===== config.mk =====
export PLATFORM = sky130hd
export DESIGN_NAME = guess_range_game
export DESIGN_NICKNAME = d
export VERILOG_FILES = /design/src/rtl/guess_pkg.sv /design/src/rtl/btn_debounce.sv /design/src/rtl/guess_range_game.sv
export SDC_FILE = /design/constraint.sdc
export NUM_CORES = 1
export LEC_CHECK = 0
export CAP_MARGIN = 20
export CORE_MARGIN = 1.5
export CORE_UTILIZATION = 30
export DETAILED_ROUTE_END_ITERATION = 10
export GPL_TIMING_DRIVEN = 1
export SYNTH_ARGS = -nofsm -noshare
export SYNTH_HDL_FRONTEND = slang
export SYNTH_HIERARCHICAL = 1
export SYNTH_SLANG_ARGS = --single-unit

===== constraint.sdc =====
create_clock -name clk -period 7.5 [get_ports clk]
set_input_delay 1.5 -clock clk [delete_from_list [all_inputs] [get_ports clk]]
set_output_delay 1.5 -clock clk [all_outputs]
set_load 0.1 [all_outputs]

===== src/rtl/guess_pkg.sv =====
// Shared encodings for the guess_range_game core: FSM states, hint results and the LFSR step.
package guess_pkg;

    typedef enum logic [2:0] {
        ST_IDLE = 3'd0,
        ST_PLAY = 3'd1,
        ST_SHOW = 3'd2,
        ST_WIN  = 3'd3,
        ST_LOSE = 3'd4
    } state_t;

    typedef enum logic [1:0] {
        RES_NONE = 2'd0,
        RES_LOW  = 2'd1,
        RES_HIGH = 2'd2,
        RES_HIT  = 2'd3
    } result_t;

    // Taps 8,6,5,4 of an 8-bit Fibonacci LFSR (maximal length).
    localparam logic [7:0] LFSR_TAPS = 8'hB8;

    function automatic logic [7:0] lfsr_step(input logic [7:0] cur);
        return {cur[6:0], ^(cur & LFSR_TAPS)};
    endfunction

endpackage


===== src/rtl/btn_debounce.sv =====
// Raw button conditioning: two-flop synchroniser, stability counter, and a one-cycle rise pulse.
module btn_debounce #(
    parameter int DEBOUNCE_CYCLES = 1000000
) (
    input  logic clk,
    input  logic reset,
    input  logic raw,
    output logic level,
    output logic rise
);
    import guess_pkg::*;

    localparam int CNT_W = (DEBOUNCE_CYCLES > 1) ? $clog2(DEBOUNCE_CYCLES) : 1;
    localparam logic [CNT_W-1:0] CNT_LAST = CNT_W'(DEBOUNCE_CYCLES - 1);

    logic             sync1;
    logic             sync2;
    logic             prev;
    logic [CNT_W-1:0] cnt;

    always_ff @(posedge clk or posedge reset) begin
        if (reset) begin
            sync1 <= 1'b0;
            sync2 <= 1'b0;
            level <= 1'b0;
            prev  <= 1'b0;
            cnt   <= '0;
        end else begin
            sync1 <= raw;
            sync2 <= sync1;
            prev  <= level;
            // Any sample agreeing with the accepted level restarts the stability window.
            if (sync2 == level) begin
                cnt <= '0;
            end else if (cnt == CNT_LAST) begin
                level <= sync2;
                cnt   <= '0;
            end else begin
                cnt <= cnt + CNT_W'(1);
            end
        end
    end

    assign rise = level & ~prev;

endmodule


===== src/rtl/guess_range_game.sv =====
// Number-guessing game core: debounced buttons, narrowing hint window, attempt limit and best score.
module guess_range_game #(
    parameter int          MAX_VAL         = 10,
    parameter int          VAL_W           = 7,
    parameter int          MAX_TRIES       = 7,
    parameter int          ATT_W           = 4,
    parameter int          DEBOUNCE_CYCLES = 1000000,
    parameter int          SHOW_CYCLES     = 100000000,
    parameter int          END_CYCLES      = 150000000,
    parameter logic [7:0]  LFSR_SEED       = 8'hA5
) (
    input  logic             clk,
    input  logic             reset,
    input  logic             btn_start,
    input  logic             btn_inc,
    input  logic             btn_dec,
    input  logic             btn_submit,
    output logic [2:0]       state_o,
    output logic [VAL_W-1:0] guess_o,
    output logic [VAL_W-1:0] lo_o,
    output logic [VAL_W-1:0] hi_o,
    output logic [ATT_W-1:0] attempts_o,
    output logic [1:0]       result_o,
    output logic [VAL_W-1:0] target_o,
    output logic [ATT_W-1:0] best_o
);
    import guess_pkg::*;

    localparam int HOLD_MAX = (SHOW_CYCLES > END_CYCLES) ? SHOW_CYCLES : END_CYCLES;
    localparam int TMR_W    = $clog2(HOLD_MAX + 1);

    localparam logic [VAL_W-1:0] ONE       = VAL_W'(1);
    localparam logic [VAL_W-1:0] MAX_V     = VAL_W'(MAX_VAL);
    localparam logic [TMR_W-1:0] SHOW_LAST = TMR_W'(SHOW_CYCLES - 1);
    localparam logic [TMR_W-1:0] END_LAST  = TMR_W'(END_CYCLES - 1);

    logic             start_p;
    logic             inc_p;
    logic             dec_p;
    logic             submit_p;
    logic [3:0]       unused_levels;

    state_t           state;
    result_t          result;
    result_t          verdict;
    logic [VAL_W-1:0] guess;
    logic [VAL_W-1:0] lo;
    logic [VAL_W-1:0] hi;
    logic [VAL_W-1:0] target;
    logic [VAL_W-1:0] target_shown;
    logic [VAL_W-1:0] target_next;
    logic [VAL_W-1:0] guess_up;
    logic [VAL_W-1:0] guess_dn;
    logic [ATT_W-1:0] attempts;
    logic [ATT_W-1:0] att_next;
    logic [ATT_W-1:0] best;
    logic [TMR_W-1:0] timer;
    logic [7:0]       lfsr;
    logic             limit_hit;

    btn_debounce #(.DEBOUNCE_CYCLES(DEBOUNCE_CYCLES)) u_btn_start (
        .clk(clk), .reset(reset), .raw(btn_start), .level(unused_levels[0]), .rise(start_p)
    );
    btn_debounce #(.DEBOUNCE_CYCLES(DEBOUNCE_CYCLES)) u_btn_inc (
        .clk(clk), .reset(reset), .raw(btn_inc), .level(unused_levels[1]), .rise(inc_p)
    );
    btn_debounce #(.DEBOUNCE_CYCLES(DEBOUNCE_CYCLES)) u_btn_dec (
        .clk(clk), .reset(reset), .raw(btn_dec), .level(unused_levels[2]), .rise(dec_p)
    );
    btn_debounce #(.DEBOUNCE_CYCLES(DEBOUNCE_CYCLES)) u_btn_submit (
        .clk(clk), .reset(reset), .raw(btn_submit), .level(unused_levels[3]), .rise(submit_p)
    );

    always_ff @(posedge clk or posedge reset) begin
        if (reset) begin
            lfsr <= LFSR_SEED;
        end else begin
            lfsr <= lfsr_step(lfsr);
        end
    end

    // Target is drawn from the LFSR value present on the cycle the start press is accepted.
    assign target_next = VAL_W'(({24'd0, lfsr} % 32'(MAX_VAL)) + 32'd1);

    assign guess_up  = guess + ONE;
    assign guess_dn  = guess - ONE;
    assign att_next  = (&attempts) ? attempts : attempts + ATT_W'(1);
    assign limit_hit = (MAX_TRIES != 0) && (att_next == ATT_W'(MAX_TRIES));

    always_comb begin
        verdict = RES_HIT;
        if (guess < target) begin
            verdict = RES_LOW;
        end else if (guess > target) begin
            verdict = RES_HIGH;
        end
    end

    always_ff @(posedge clk or posedge reset) begin
        if (reset) begin
            state        <= ST_IDLE;
            result       <= RES_NONE;
            guess        <= ONE;
            lo           <= ONE;
            hi           <= MAX_V;
            attempts     <= '0;
            best         <= '0;
            target       <= '0;
            target_shown <= '0;
            timer        <= '0;
        end else if (start_p) begin
            // Start restarts from any state and discards whatever hold was running.
            state        <= ST_PLAY;
            result       <= RES_NONE;
            guess        <= ONE;
            lo           <= ONE;
            hi           <= MAX_V;
            attempts     <= '0;
            target       <= target_next;
            target_shown <= '0;
            timer        <= '0;
        end else begin
            case (state)
                ST_PLAY: begin
                    if (submit_p) begin
                        attempts <= att_next;
                        result   <= verdict;
                        timer    <= '0;
                        if (verdict == RES_HIT) begin
                            state        <= ST_WIN;
                            target_shown <= target;
                            if (best == '0 || att_next < best) begin
                                best <= att_next;
                            end
                        end else if (limit_hit) begin
                            state        <= ST_LOSE;
                            target_shown <= target;
                        end else begin
                            state <= ST_SHOW;
                        end
                    end else if (inc_p && !dec_p) begin
                        guess <= (guess == hi) ? lo : guess_up;
                    end else if (dec_p && !inc_p) begin
                        guess <= (guess == lo) ? hi : guess_dn;
                    end
                end
                ST_SHOW: begin
                    if (timer == SHOW_LAST) begin
                        // The hint moves the window bound just past the guess, keeping lo<=target<=hi.
                        timer  <= '0;
                        result <= RES_NONE;
                        state  <= ST_PLAY;
                        if (result == RES_LOW) begin
                            lo    <= guess_up;
                            guess <= guess_up;
                        end else begin
                            hi    <= guess_dn;
                            guess <= guess_dn;
                        end
                    end else begin
                        timer <= timer + TMR_W'(1);
                    end
                end
                ST_WIN, ST_LOSE: begin
                    if (timer == END_LAST) begin
                        timer        <= '0;
                        target_shown <= '0;
                        state        <= ST_IDLE;
                    end else begin
                        timer <= timer + TMR_W'(1);
                    end
                end
                default: begin
                end
            endcase
        end
    end

    assign state_o    = state;
    assign result_o   = result;
    assign guess_o    = guess;
    assign lo_o       = lo;
    assign hi_o       = hi;
    assign attempts_o = attempts;
    assign target_o   = target_shown;
    assign best_o     = best;

endmodule

==> PnR_summary.wiki <==
{| class="wikitable"
! Metric !! Value
|-
| Minimum clock period || 5.35 ns
|-
| Cell with the most instances after synthesis || sky130_fd_sc_hd__dfrtp_1
|-
| Measured slew at the worst slew-check pin || 1.06 ns
|-
| Core footprint || 0.0348 mm^2
|-
| Power share of the sequential group || 0.500
|-
| Skew-Pair Late Insertion Delay || 0.44 ns
|-
| Count of placed standard cells including taps || 1,609
|-
| Placed instance area || 0.0116 mm^2
|-
| Async S/R FF share, synth || 1.00
|-
| Max-slew violation count || 0
|-
| Area of the mapped netlist || 0.0107 mm^2
|-
| Number of synthesized register bits || 180
|-
| Share of the clock period used by the worst path after layout || 0.713
|-
| Post-Route WL || 25,100 um
|-
| Detail-routed via count per cell || 5.17
|-
| Buf/Inv on CP || 1
|-
| First-iteration detailed-routing DRC count || 609
|-
| CTS Sinks || 180
|-
| Leakage power of the design || 5.02 nW
|-
| Top cells by count, synth || sky130_fd_sc_hd__dfrtp_1, sky130_fd_sc_hd__nor2_1, sky130_fd_sc_hd__nand2_1
|-
| Final count of hold timing violations || 0
|-
| Hold Path Class || flop to flop
|-
| Final cell count without fillers || 1,643
|-
| Reg2reg path depth || 17
|-
| Complex-gate fraction of the synthesized area || 0.138
|-
| Fill cell count || 3,528
|-
| Routing usage on met1 || 0.199
|-
| Sequential cell area || 0.00451 mm^2
|-
| Half-perimeter wire length after placement || 17,400 um
|-
| Setup tns final || 0 ns
|-
| Source of the worst register-to-register timing path || lfsr[4]
|-
| Total number of vias || 8,494
|-
| CP peak stage delay || 0.79 ns
|-
| Data required time of the critical path || 7.81 ns
|-
| Global route total overflow || 0
|-
| Number of buffers added by the clock tree synthesis step || 17
|-
| Post-synthesis xor/xnor area fraction || 0.0916
|-
| Antenna violations before repair || 0
|-
| DRT Pass-1 Iters || 5
|-
| Initial standard-cell utilization of the core || 0.307
|-
| Status || completed
|-
| Post-synth EDFFs || 0
|-
| Count of hold buffers inserted by post-cts repair || 0
|-
| Slew headroom || 0.288
|-
| Vias in the first global route || 8,225
|-
| DRC || 0
|-
| Synthesized-area fraction occupied by and/or/nand/nor cells || 0.242
|-
| Average detailed-routed wire length per instance || 15.3 um
|-
| Cell with the largest stage delay on the worst path || sky130_fd_sc_hd__dfrtp_1
|-
| Standard-cell row count || 68
|-
| Final Total Pwr || 1.97 mW
|-
| Largest net degree at the start of global routing || 70
|-
| Share of cell area taken by muxes after synthesis || 0.0439
|-
| Combinational cell fraction of total power || 0.023
|-
| First-pass GRT wire length || 42,500 um
|-
| Peak ir drop on the vdd network || 0.149 mV
|-
| Largest cells by area after synthesis || sky130_fd_sc_hd__dfrtp_1, sky130_fd_sc_hd__nor2_1, sky130_fd_sc_hd__xnor2_1, sky130_fd_sc_hd__xor2_1, sky130_fd_sc_hd__nand2_1
|-
| Clock transition at the registers of the reported paths || 0.07 ns
|-
| Final weighted congestion of routability-driven global placement || 0.880
|-
| Area of the die || 0.0367 mm^2
|-
| Clock power share || 0.477
|-
| Routing usage on met2 || 0.226
|-
| Kind of cell adding the most delay to the critical path || simple AND/OR/NAND/NOR gates
|-
| CP arrival || 5.66 ns
|-
| Busiest layer in global routing || met2
|-
| Number of nets with antenna violations after detailed routing || 0
|-
| GRT Util Overall || 0.144
|-
| Post-synthesis average cell area || 9.34 um^2
|-
| Net switching power || 440 uW
|-
| Die X-Extent || 192 um
|-
| IO buf count || 46
|-
| Adder-cell share of the synthesized area || 0.0290
|-
| Number of gates resized after CTS || 0
|-
| Die height || 192 um
|-
| Number of different library cells in the post-synthesis netlist || 89
|-
| Growth of design area from synthesis to finish || 14.4%
|-
| Share of post-route cells with drive strength above 1 || 0.0960
|-
| Pwr per Cell Area || 161 mW/mm^2
|-
| Max_cap viols || 0
|-
| Commonest register cell after synthesis || sky130_fd_sc_hd__dfrtp_1
|-
| Root buffer cell || sky130_fd_sc_hd__clkbuf_16
|-
| Internal Pwr Total || 1.53 mW
|-
| Worst reg-to-reg setup slack || 2.15 ns
|-
| Cell taking the most area after synthesis || sky130_fd_sc_hd__dfrtp_1
|-
| Warnings, synthesis || 6
|-
| Share of synthesized area occupied by flip-flops and latches || 0.423
|-
| TritonCTS clock tree || built
|-
| Clock Tree Buf Depth || 2
|-
| Maximum clock frequency || 187 MHz
|-
| Net Count, Synth || 1,171
|-
| Area taken by multi-input logic gates || 0.00581 mm^2
|-
| End-of-flow core utilization || 0.351
|-
| Worst setup path start || lfsr[4]
|-
| Number of buffers inserted to repair setup after CTS || 0
|-
| Level count of the clock H-tree || 4
|-
| Layout Skew || 0.0111 ns
|-
| Final number of setup-violating endpoints || 0
|-
| CP Launch Type || flop
|-
| Synthesized netlist cell count || 1,142
|-
| Critical path capture point || target[6]
|-
| Sw frac || 0.224
|-
| Critical path depth || 17
|-
| I/O pins || 47
|-
| Unrepaired setup endpoints after global routing || false
|-
| Path type of the worst setup path || flop to flop
|-
| Type of element capturing the critical path || flop
|-
| Critical-path cell list || clkinv_1, ha_1, o31ai_2, xnor2_1, nand3_1, mux2i_1, o22ai_2, maj3_2, nor3_4, nor2_1, nand3_1, o21ai_0, ha_1, a21boi_1, nor4_1, xnor2_1, mux2i_1
|-
| Reg-to-Reg End || target[6]
|-
| Non-Filler Cell Area, Final || 0.0122 mm^2
|-
| Proportion of netlist area held by the largest area contributor || 0.403
|-
| Met3 global-route usage || 0.0329
|-
| Worst-path maximum fanout || 20
|-
| Post-layout nets || 1,204
|-
| Total inserted antenna cells || 0
|-
| Combinational family with the most area after synthesis || simple AND/OR/NAND/NOR gates
|}
[cell families (layout without fill, tap and decap cells)]
family,after synthesis,count (layout)
adders and majority gates,25,25
DFF,180,180
and+or+nand+nor,492,492
muxes,45,45
buffers and inverters,80,126
xor gates and xnor gates,110,110
AOI/OAI and AO/OA,210,210
[cell type report]
class,instances,share of cell area
sequential,180,0.370
inverter,40,0.0124
timing repair buffer,54,0.0446
clock inverter,13,0.0140
multi-input combinational,882,0.476
tap,455,0.0466
clock buffer,19,0.0363
[layer usage]
| metal | wire [um] | vias to the layer above |
|---|---|---|
| met2 | 11600 | 171 |
| met5 | 0 | - |
| met1 | 11900 | 4129 |
| met4 | 263 | 0 |
| li1 | - | 4178 |
| met3 | 1330 | 16 |
[metrics by stage]
stage	setup WS [ns]	hold WS, ns
after floorplan	3.25	0.331
final	2.15	0.351
after global placement	2.30	0.337
after CTS	2.25	0.354
after global routing	1.66	0.364
after detailed placement	2.30	0.339
[state kept, by name, summed over array words and instances (netlist names), 2 cells and up]
name	flops
u_btn_submit/cnt	20
result_o	2
target	7
lo_o	7
u_btn_start/cnt	20
timer	28
state_o	3
u_btn_inc/cnt	20
u_btn_dec/cnt	20
lfsr	8
best_o	4
target_o	7
hi_o	7
guess_o	7
attempts_o	4
[worst min path at each step]
stage                         start              end  slack, ns  cells after the start
finish              u_btn_inc/sync1  u_btn_inc/sync2       0.35                      0
global route        u_btn_inc/sync1  u_btn_inc/sync2       0.36                      0
CTS                 u_btn_inc/sync1  u_btn_inc/sync2       0.35                      0
detailed placement  u_btn_inc/sync1  u_btn_inc/sync2       0.34                      0
global placement    u_btn_inc/sync1  u_btn_inc/sync2       0.34                      0
floorplan           u_btn_dec/sync1  u_btn_dec/sync2       0.33                      0
[power by group through the flow]
stage	sequential [mW]	combinational, mW	clock (mW)
after detailed placement	1.00	0.0449	0
after floorplan	1.00	0.0333	0
after global placement	1.00	0.0448	0
after global routing	0.985	0.0539	1.01
after CTS	0.984	0.0453	0.972
final	0.984	0.0453	0.940
[cell usage in the layout (no fill, tap or decap), drive strengths merged, types with 23 or more instances in the layout]
cell type        n
xnor2           62
a21oi           54
o21ai           61
nor4            27
clkdlybuf4s50   46
dfrtp          172
ha              23
xor2            47
nand3           55
mux2i           31
inv             41
nand4           28
nor3            29
nand2          100
nor2           158
Power figures use the tool's default switching activity.
